**src/rtl/sprite_renderer_pkg.sv**
```systemverilog
// Shared constants and types for the sprite renderer: null/error sprite ids,
// slot edge, transparent colour key, RGB444 type and descriptor FSM states.
package sprite_renderer_pkg;

  localparam logic [5:0] SPRITE_NULL = 6'd63;
  localparam logic [5:0] SPRITE_ERR  = 6'd32;
  localparam int         SLOT        = 32;

  typedef logic [11:0] rgb444_t;

  localparam rgb444_t KEY = 12'hF0F;

  typedef enum logic [1:0] {
    ST_WAIT_FRAME = 2'd0,
    ST_ARMED      = 2'd1,
    ST_BLANK      = 2'd2
  } state_e;

  function automatic logic [10:0] clamp_edge(input logic [10:0] v, input int lim);
    return (v > 11'(lim)) ? 11'(lim) : v;
  endfunction

endpackage

```
**src/rtl/sprite_renderer_if.sv**
```systemverilog
// Descriptor, pixel-stream and sprite-ROM signals of one sprite_renderer instance.
// Handshake: no back-pressure; pix_valid qualifies hcount/vcount in the same cycle,
// rom_data answers rom_en one cycle later, outputs are qualified by pix_valid_o.
interface sprite_renderer_if #(
  parameter int ADDR_W = 16
);
  logic              frame_start;
  logic [5:0]        id;
  logic [10:0]       w;
  logic [10:0]       h;
  logic [10:0]       x;
  logic [10:0]       y;
  logic              pix_valid;
  logic [10:0]       hcount;
  logic [10:0]       vcount;
  logic              rom_en;
  logic [ADDR_W-1:0] rom_addr;
  logic [11:0]       rom_data;
  logic              pix_valid_o;
  logic              pixel_hit;
  logic [11:0]       pixel_rgb;

  modport master (
    output frame_start, id, w, h, x, y, pix_valid, hcount, vcount, rom_data,
    input  rom_en, rom_addr, pix_valid_o, pixel_hit, pixel_rgb
  );

  modport slave (
    input  frame_start, id, w, h, x, y, pix_valid, hcount, vcount, rom_data,
    output rom_en, rom_addr, pix_valid_o, pixel_hit, pixel_rgb
  );

endinterface

```
**src/rtl/sprite_desc_latch.sv**
```systemverilog
// Per-frame descriptor latch: captures id/position and the slot-clamped box size
// on frame_start and tracks whether a drawable sprite is held.
module sprite_desc_latch
  import sprite_renderer_pkg::*;
#(
  parameter int SLOT_PX = SLOT
) (
  input  logic        clk,
  input  logic        rstn,
  input  logic        i_frame_start,
  input  logic [5:0]  i_id,
  input  logic [10:0] i_w,
  input  logic [10:0] i_h,
  input  logic [10:0] i_x,
  input  logic [10:0] i_y,
  output state_e      o_state,
  output logic [5:0]  o_id,
  output logic [10:0] o_x,
  output logic [10:0] o_y,
  output logic [10:0] o_w,
  output logic [10:0] o_h
);

  state_e      r_state;
  state_e      w_next_state;
  logic [5:0]  r_id;
  logic [10:0] r_x, r_y, r_w, r_h;

  always_ff @(posedge clk) begin
    if (!rstn) r_state <= ST_WAIT_FRAME;
    else       r_state <= w_next_state;
  end

  always_comb begin
    w_next_state = r_state;
    if (i_frame_start)
      w_next_state = (i_id == SPRITE_NULL) ? ST_BLANK : ST_ARMED;
  end

  always_ff @(posedge clk) begin
    if (!rstn) begin
      r_id <= '0;
      r_x  <= '0;
      r_y  <= '0;
      r_w  <= '0;
      r_h  <= '0;
    end else if (i_frame_start) begin
      r_id <= i_id;
      r_x  <= i_x;
      r_y  <= i_y;
      r_w  <= clamp_edge(i_w, SLOT_PX);
      r_h  <= clamp_edge(i_h, SLOT_PX);
    end
  end

  assign o_state = r_state;
  assign o_id    = r_id;
  assign o_x     = r_x;
  assign o_y     = r_y;
  assign o_w     = r_w;
  assign o_h     = r_h;

endmodule

```
**src/rtl/sprite_renderer.sv**
```systemverilog
// One on-screen sprite: 3-stage pipeline turning the pixel stream into ROM reads
// and a colour/hit output. Optional 2x drawing is enabled by SPRITE_SCALE2_EN.
module sprite_renderer
  import sprite_renderer_pkg::state_e, sprite_renderer_pkg::ST_ARMED;
#(
  parameter int          ADDR_W = 16,
  parameter int          SLOT   = sprite_renderer_pkg::SLOT,
  parameter logic [11:0] KEY    = sprite_renderer_pkg::KEY
) (
  input  logic                  clk,
  input  logic                  rstn,
  sprite_renderer_if.slave      bus,
  output state_e                o_dbg_state
);

  state_e      w_state;
  logic [5:0]  w_id;
  logic [10:0] w_x, w_y, w_w, w_h;

  sprite_desc_latch #(.SLOT_PX(SLOT)) u_desc (
    .clk           (clk),
    .rstn          (rstn),
    .i_frame_start (bus.frame_start),
    .i_id          (bus.id),
    .i_w           (bus.w),
    .i_h           (bus.h),
    .i_x           (bus.x),
    .i_y           (bus.y),
    .o_state       (w_state),
    .o_id          (w_id),
    .o_x           (w_x),
    .o_y           (w_y),
    .o_w           (w_w),
    .o_h           (w_h)
  );

  // Offsets keep the borrow bit: pixels left of/above the sprite become huge and
  // can never alias into the box when x+w runs past the 2047 edge.
  logic [11:0] w_dx, w_dy;
  logic [4:0]  w_col, w_row;
  logic        w_in_box;
  logic        w_inside;

  assign w_dx = {1'b0, bus.hcount} - {1'b0, w_x};
  assign w_dy = {1'b0, bus.vcount} - {1'b0, w_y};

`ifdef SPRITE_SCALE2_EN
  assign w_in_box = (w_dx < {w_w, 1'b0}) && (w_dy < {w_h, 1'b0});
  assign w_col    = w_dx[5:1];
  assign w_row    = w_dy[5:1];
`else
  assign w_in_box = (w_dx < {1'b0, w_w}) && (w_dy < {1'b0, w_h});
  assign w_col    = w_dx[4:0];
  assign w_row    = w_dy[4:0];
`endif

  assign w_inside = w_in_box && bus.pix_valid && (w_state == ST_ARMED);

  logic              r_rom_en;
  logic [ADDR_W-1:0] r_rom_addr;
  logic              r_hit_d1, r_hit_d2, r_hit_d3;
  logic              r_pv_d1, r_pv_d2, r_pv_d3;
  logic [11:0]       r_rgb_d3;
  logic              w_opaque;

  assign w_opaque = r_hit_d2 && (bus.rom_data != KEY);

  always_ff @(posedge clk) begin
    if (!rstn) begin
      r_rom_en   <= 1'b0;
      r_rom_addr <= '0;
      r_hit_d1   <= 1'b0;
      r_hit_d2   <= 1'b0;
      r_hit_d3   <= 1'b0;
      r_pv_d1    <= 1'b0;
      r_pv_d2    <= 1'b0;
      r_pv_d3    <= 1'b0;
      r_rgb_d3   <= '0;
    end else begin
      r_rom_en   <= w_inside;
      r_rom_addr <= ADDR_W'({w_id, w_row, w_col});
      r_hit_d1   <= w_inside;
      r_pv_d1    <= bus.pix_valid;
      r_hit_d2   <= r_hit_d1;
      r_pv_d2    <= r_pv_d1;
      r_hit_d3   <= w_opaque;
      r_pv_d3    <= r_pv_d2;
      r_rgb_d3   <= w_opaque ? bus.rom_data : 12'h000;
    end
  end

  assign bus.rom_en      = r_rom_en;
  assign bus.rom_addr    = r_rom_addr;
  assign bus.pix_valid_o = r_pv_d3;
  assign bus.pixel_hit   = r_hit_d3;
  assign bus.pixel_rgb   = r_rgb_d3;
  assign o_dbg_state     = w_state;

endmodule

```
**src/flat_wrapper.sv**
```systemverilog
// flat-port wrapper written by rule: the top's interface ports become plain ports
module sprite_renderer_flat import sprite_renderer_pkg::state_e, sprite_renderer_pkg::ST_ARMED;
#(
  parameter int          ADDR_W = 16,
  parameter int          SLOT   = sprite_renderer_pkg::SLOT,
  parameter logic [11:0] KEY    = sprite_renderer_pkg::KEY
)
  (clk, rstn, o_dbg_state, bus_frame_start, bus_id, bus_w, bus_h, bus_x, bus_y, bus_pix_valid, bus_hcount, bus_vcount, bus_rom_data, bus_rom_en, bus_rom_addr, bus_pix_valid_o, bus_pixel_hit, bus_pixel_rgb);
  sprite_renderer_if #(.ADDR_W(ADDR_W)) bus_i ();
  input  logic clk;
  input  logic rstn;
  output state_e o_dbg_state;
  input wire logic [$bits(bus_i.frame_start)-1:0] bus_frame_start;
  input wire logic [$bits(bus_i.id)-1:0] bus_id;
  input wire logic [$bits(bus_i.w)-1:0] bus_w;
  input wire logic [$bits(bus_i.h)-1:0] bus_h;
  input wire logic [$bits(bus_i.x)-1:0] bus_x;
  input wire logic [$bits(bus_i.y)-1:0] bus_y;
  input wire logic [$bits(bus_i.pix_valid)-1:0] bus_pix_valid;
  input wire logic [$bits(bus_i.hcount)-1:0] bus_hcount;
  input wire logic [$bits(bus_i.vcount)-1:0] bus_vcount;
  input wire logic [$bits(bus_i.rom_data)-1:0] bus_rom_data;
  output wire logic [$bits(bus_i.rom_en)-1:0] bus_rom_en;
  output wire logic [$bits(bus_i.rom_addr)-1:0] bus_rom_addr;
  output wire logic [$bits(bus_i.pix_valid_o)-1:0] bus_pix_valid_o;
  output wire logic [$bits(bus_i.pixel_hit)-1:0] bus_pixel_hit;
  output wire logic [$bits(bus_i.pixel_rgb)-1:0] bus_pixel_rgb;
  assign bus_i.frame_start = bus_frame_start;
  assign bus_i.id = bus_id;
  assign bus_i.w = bus_w;
  assign bus_i.h = bus_h;
  assign bus_i.x = bus_x;
  assign bus_i.y = bus_y;
  assign bus_i.pix_valid = bus_pix_valid;
  assign bus_i.hcount = bus_hcount;
  assign bus_i.vcount = bus_vcount;
  assign bus_i.rom_data = bus_rom_data;
  assign bus_rom_en = bus_i.rom_en;
  assign bus_rom_addr = bus_i.rom_addr;
  assign bus_pix_valid_o = bus_i.pix_valid_o;
  assign bus_pixel_hit = bus_i.pixel_hit;
  assign bus_pixel_rgb = bus_i.pixel_rgb;
  sprite_renderer #(.ADDR_W(ADDR_W), .SLOT(SLOT), .KEY(KEY)) u_core (.clk(clk), .rstn(rstn), .bus(bus_i), .o_dbg_state(o_dbg_state));
endmodule
```
**config.mk**
```make
export PLATFORM = sky130hd
export DESIGN_NAME = sprite_renderer_flat
export DESIGN_NICKNAME = d
export VERILOG_FILES = /design/src/rtl/sprite_renderer_pkg.sv /design/src/rtl/sprite_renderer_if.sv /design/src/rtl/sprite_desc_latch.sv /design/src/rtl/sprite_renderer.sv /design/src/flat_wrapper.sv
export SDC_FILE = /design/constraint.sdc
export NUM_CORES = 1
export LEC_CHECK = 0
export CAP_MARGIN = 10
export CORE_ASPECT_RATIO = 1.5
export CORE_MARGIN = 10
export CORE_UTILIZATION = 33
export CTS_CLUSTER_DIAMETER = 100
export DETAILED_ROUTE_END_ITERATION = 10
export HOLD_SLACK_MARGIN = 0.05
export PLACE_DENSITY = 0.66
export SLEW_MARGIN = 5
export SYNTH_ARGS = -nofsm -noshare
export SYNTH_HDL_FRONTEND = slang
export SYNTH_SLANG_ARGS = --single-unit
```
**constraint.sdc**
```tcl
create_clock -name clk -period 3.5 [get_ports clk]
set_clock_uncertainty 0.15 [all_clocks]
set_input_delay 0.7 -clock clk [delete_from_list [all_inputs] [get_ports clk]]
set_output_delay 0.7 -clock clk [all_outputs]
set_load 0.1 [all_outputs]
```
# After elaboration in Yosys (flattened, before gate mapping)
# Index checks and enable logic that the tools add are counted.
# totals
register_bits	86
latchBits	0
ram_bits	0
mem_bits_ro	0
input_bits	88
out_inout_bits	33
wordCells	31
memories	0
# classes
n_addsub	2
n_mul	0
div_mod_pow	0
order_cmp	4
eq_ne	3
shifts	0
n_mux	3
n_bitwise	0
n_reduce_logical	5
# ops
cell	n
$lt A12 B11 Y1	2
$sub A11 B11 Y12	2
$gt A11 B6 Y1 const B	2
$mux W11	2
$ne A12 B12 Y1 const B	1
$eq A6 B6 Y1 const B	1
$logic_and A1 B1 Y1	4
$eq A2 B1 Y1 const B	1
$mux W2	1
$reduce_and A2 Y1	1

# Logic depth before layout (Yosys ltp)
# depth
word_depth	5
ltp_mapped	14
depth_no_buf	14

# Hierarchy
# From an unflattened synthesis, not the netlist that was laid out.
# hier_totals
cells_unflattened	489
area_unflattened_um2	4475.5
# modules_own_cells
module	n_inst	cells_per_inst	area_each_um2	seq_area_each_um2
sprite_renderer	1	311	2573.7	680.7
sprite_desc_latch	1	178	1901.8	1041.0

# Least setup slack after synthesis
# Ideal clock, no wire load.
# synth_timing
path_kind	in2reg
start	input port bus_hcount[3]
end	register u_core.r_rom_en, in the netlist u_core.bus.rom_en
setup_time_ns	0.061
arrival_time_ns	3.199
required_ns	3.289
setup_slack_ns	0.090
path_stages	12
path_buffers	0
cell_sequence	ha_1 -> nand3_1 -> a21oi_2 -> nor4_1 -> or3_4 -> o311ai_1 -> ha_1 -> o211ai_1 -> nor2_1 -> a2111oi_0 -> nand4_1 -> and4b_1
# synth_between
elab_chain_cells	5
# synth_rtl
element	line	text
start: declaration	flat_wrapper.sv:20	input wire logic [$bits(bus_i.hcount)-1:0] bus_hcount;
$sub A11 B11 Y12	sprite_renderer.sv:44	assign w_dx = {1'b0, bus.hcount} - {1'b0, w_x};
$lt A12 B11 Y1	sprite_renderer.sv:52	assign w_in_box = (w_dx < {1'b0, w_w}) && (w_dy < {1'b0, w_h});
$logic_and A1 B1 Y1	sprite_renderer.sv:52	
$logic_and A1 B1 Y1 (2 in series)	sprite_renderer.sv:57	assign w_inside = w_in_box && bus.pix_valid && (w_state == ST_ARMED);
end signal: assignment	sprite_renderer.sv:80	r_rom_en <= w_inside;
end: declaration	sprite_renderer.sv:59	logic r_rom_en;
# No other way between the ends.
# A chain may end at the register's enable or synchronous reset.

# Worst setup path after layout
# layout_timing
start	input port bus_hcount[9]
end	register u_core.r_rom_en, in the netlist u_core.bus.rom_en
# The elaborated chain is that of the path after synthesis.

==> key figures <==
Outcome
  – Outcome: finished clean

Synthesis
  – Share of synthesized area spent on multiplexers: a little over 6%
  – Syn nets: 630
  – Synth Area in XOR/XNOR: under 10%
  – Main combinational cell family by area after synthesis: simple AND/OR/NAND/NOR gates
  – Sequential cell area fraction in the yosys report: 38.1%
  – Syn_area_per_cell: 9.07 sq um
  – Post-synthesis compound-gate area fraction: 9.64%
  – Gate Count Post-Synth: 498
  – Post-Synthesis Cell Area: roughly 4500 sq um
  – Leading register cell type out of synthesis: sky130_fd_sc_hd__dfxtp_1
  – Share of async-settable or async-resettable flops after synthesis: 0%
  – Fraction of the mapped netlist area in simple logic gates: 24.8%
  – Total of flip-flops plus latches after synthesis: 86
  – Adder-cell share of the synthesized area: about an eighth
  – Synth unique cells: between 50 and 60
  – Number of enable-type register cells in the synthesized netlist: 0
  – Number of warnings issued by yosys: 0

Clocking
  – Hold buffers post-CTS: 0
  – Buffer depth of the longest clock path: 2
  – TritonCTS clock tree: done
  – Clock net sink count: 86
  – Depth of the CTS H-tree: 3
  – Clock tree root driver cell: sky130_fd_sc_hd__clkbuf_16
  – Clk Latency, worst-skew pair: about 0.34 ns
  – Clock Pin Slew Worst Setup and Hold Paths: 0.06 ns
  – Inserted Clock Buffers: 9

Critical path
  – Cells on worst reg2reg path: 13
  – Crit path DAT: roughly 3.5 ns
  – Slowest cell on the critical path: sky130_fd_sc_hd__clkdlybuf4s50_1
  – Critical Path Stages: 12
  – Cell family contributing the most delay on the critical path: compound AO/OA/AOI/OAI gates
  – Critical path startpoint category: input pin
  – Endpoint type of the worst setup path: register
  – Count of buffering cells on the critical path with inverters included: 2
  – CP Class: input pin to register
  – Stage delay of the slowest cell on the critical path: 0.47 ns
  – Worst-path cell chain: clkdlybuf4s50_1 > ha_4 > buf_4 > nor3_1 > a2111oi_1 > o211ai_1 > ha_2 > nor4b_2 > nand3_1 > a2111oi_4 > nand4_1 > and4b_1
  – Slack of the worst reg-to-reg path: about 0.23 ns
  – Top fanout value on the critical path: 7
  – Data required time at the worst endpoint: around 3.6 ns

Cells and area
  – Most frequent standard cell in the layout excluding fill and tap cells: sky130_fd_sc_hd__buf_4
  – Commonest non-fill, non-tap cells in the layout: sky130_fd_sc_hd__buf_4, sky130_fd_sc_hd__dfxtp_1, sky130_fd_sc_hd__clkdlybuf4s50_1
  – Count of filler cells inserted in the layout: between 1k and 1.5k
  – Fraction of layout cells with a size suffix above 1: 23.6%
  – Final design instance area without fill: 6820 sq um
  – Nets@finish: ~800
  – Number of antenna repair diodes: 0
  – Final Non-Filler Cells: 837
  – Area growth from synthesis to final layout: 51.1%

Timing
  – Final Hold Violating Endpoints: 0
  – Post-route minimum period: 3.40 ns
  – Period Utilization, post-route: roughly 97%
  – Worst setup slack after layout: roughly 0.10 ns
  – Count of endpoints failing setup in the final report: 0
  – Setup TNS Final: 0 ns
  – Max transition margin: between 50% and 60%
  – Unrepaired setup endpoints after global routing: no
  – Final Max Slew Viols: 0
  – Transition time of the tightest slew-check pin: around 0.62 ns
  – Fmax: just under 300 MHz

Placed design
  – Cell count after placement: 817
  – Quantity of I/O buffers inserted on ports: 120
  – Setup slack at placement: -0.662 ns
  – Placed Area: between 6000 and 7000 sq um
  – Post-DP HPWL: between 9000 and 10000 microns
  – Weighted congestion reported at the end of routability-driven placement: around 0.83

Hold path
  – Class of the worst hold path: register to register
  – Hold path cells: 1

Floorplanning
  – Horizontal extent of the die: 116 microns
  – Starting density of the core: 33.5%
  – Total Die Area: ~19000 sq um
  – Top-Level Pins: roughly 120
  – Floorplan core area: ~13000 sq um
  – Number of core rows: 52
  – DIE HEIGHT: ~160 microns

Global routing
  – GRT Overall Usage: 13.0%
  – Vias in the first global route: about 4.3k
  – Antenna violations before repair: 0
  – First-pass GRT wire length: ~20000 microns
  – Largest net degree at the start of global routing: ~50
  – Residual overflow from global routing: 0

Power
  – PwrDens: 420 nW/um^2
  – LEAKAGE: between 2 and 3 nW
  – Max rail drop VDD: between 200 and 250 uV
  – Total power after layout: about 2.9 mW

Route
  – Detailed Routing Iterations Pass 1: 4
  – Remaining antenna violation count: 0
  – Wire length per cell after detailed routing: approximately 15 microns
  – DRC Markers: 0
  – Routed via count: just over 4k
  – Wire length after detailed routing: ~13000 microns
  – Count of routing violations after the opening detailed-route iteration: roughly 160
  – Number of vias per cell after detailed routing: around 4.8

Flow run
  – Count of max-cap constraint violations: 0
==> kinds of logic (layout without fill, tap and decap cells) <==
| group | Yosys count | after routing |
|---|---|---|
| simple gates | 195 | 195 |
| flops | 86 | 86 |
| buf+inv | 69 | 246 |
| compound gates | 62 | 62 |
| fa+ha+maj | 44 | 44 |
| mux | 28 | 28 |
| xor+xnor | 14 | 14 |
==> metal layers <==
layer | global-route usage (%) | vias up | part of all wire, %
met2 | 23.8 | 104 | 51
met5 | 0 | - | 0
li1 | - | 2041 | -
met3 | 2.86 | 26 | 5.6
met4 | 6.53 | 0 | 3.0
met1 | 13.4 | 1884 | 40
==> timing repair <==
action                                  CTS  global route
resized for setup                        39            35
pin swaps                                22            26
endpoints found under the setup margin    1             1
setup buffers                             2             2
==> cells in the mapped netlist (all sizes together) (2+ instances only) <==
cell type / n / area (sq um)
o2111ai: 3 / 26.3
mux2i: 28 / 280
nand2: 24 / 90.1
and3: 4 / 25.0
clkbuf: 12 / 45.0
a21o: 5 / 37.5
xnor2: 13 / 114
o311ai: 3 / 26.3
o211ai: 7 / 52.6
a21oi: 12 / 63.8
o211a: 2 / 20.0
or3: 2 / 17.5
o21a: 3 / 22.5
fa: 2 / 40.0
a211oi: 2 / 15.0
and2: 46 / 288
nor4b: 3 / 26.3
inv: 51 / 191
a2111oi: 5 / 43.8
ha: 42 / 526
nor3: 11 / 65.1
nand2b: 5 / 38.8
o21ai: 12 / 60.1
dfxtp: 86 / 1720
nor4: 5 / 31.3
nand4: 4 / 25.0
nor2: 23 / 86.3
buf: 6 / 35.0
nand4b: 3 / 26.3
nand3: 19 / 95.1
nor2b: 39 / 246
or4: 3 / 22.5
a21boi: 2 / 15.0
==> worst reg2reg max path, delay by kind of cell (launching register included) <==
kind / cells / cell delay [ns]
AO/OA/AOI/OAI: 4 / 1.04
AND/OR/NAND/NOR: 6 / 0.96
flip-flops: 1 / 0.39
adder cells (fa/ha/maj): 2 / 0.57
buffers and inverters: 1 / 0.10
==> stage by stage <==
stage | utilization (%) | hold slack [ns]
2_1_floorplan | - | 0.262
3_3_place_gp | 45.8 | 0.272
3_5_place_dp | 45.8 | 0.273
4_1_cts | 49.5 | 0.288
5_1_grt | 50.7 | 0.304
6_report | 50.7 | 0.284
==> registers in the layout, indices dropped and copies added, names as in the netlist, 2 cells and up <==
name,flops
u_core.u_desc.o_y,11
u_core.u_desc.o_w,11
u_core.u_desc.o_state,2
u_core.u_desc.o_id,6
u_core.bus.rom_addr,16
u_core.u_desc.o_h,11
u_core.bus.pixel_rgb,12
u_core.u_desc.o_x,11
==> path summary, 6_finish.rpt <==
kind / from / end
setup / recovery: bus_hcount[9] / u_core.bus.rom_en
hold / removal: u_core.r_pv_d2 / u_core.bus.pix_valid_o
setup reg to reg: u_core.u_desc.o_x[1] / u_core.bus.rom_en
hold reg to reg: u_core.r_pv_d2 / u_core.bus.pix_valid_o
==> cell type report <==
type / count / area, sq um / share of cell area, %
Multi-Input combinational cell: 343 / 2860 / 41.8
Clock buffer: 10 / 239 / 3.50
Sequential cell: 86 / 1720 / 25.2
Timing Repair Buffer: 179 / 1560 / 22.9
Inverter: 51 / 191 / 2.81
Tap cell: 162 / 203 / 2.97
Clock inverter: 6 / 52.6 / 0.770
==> report_power, final <==
part / internal (mW) / total [mW] / switching, mW
Clock: 0.512 / 0.937 / 0.425
Combinational: 0.426 / 0.895 / 0.469
Sequential: 1.02 / 1.04 / 0.0184
(Power assumes the default switching activity.)
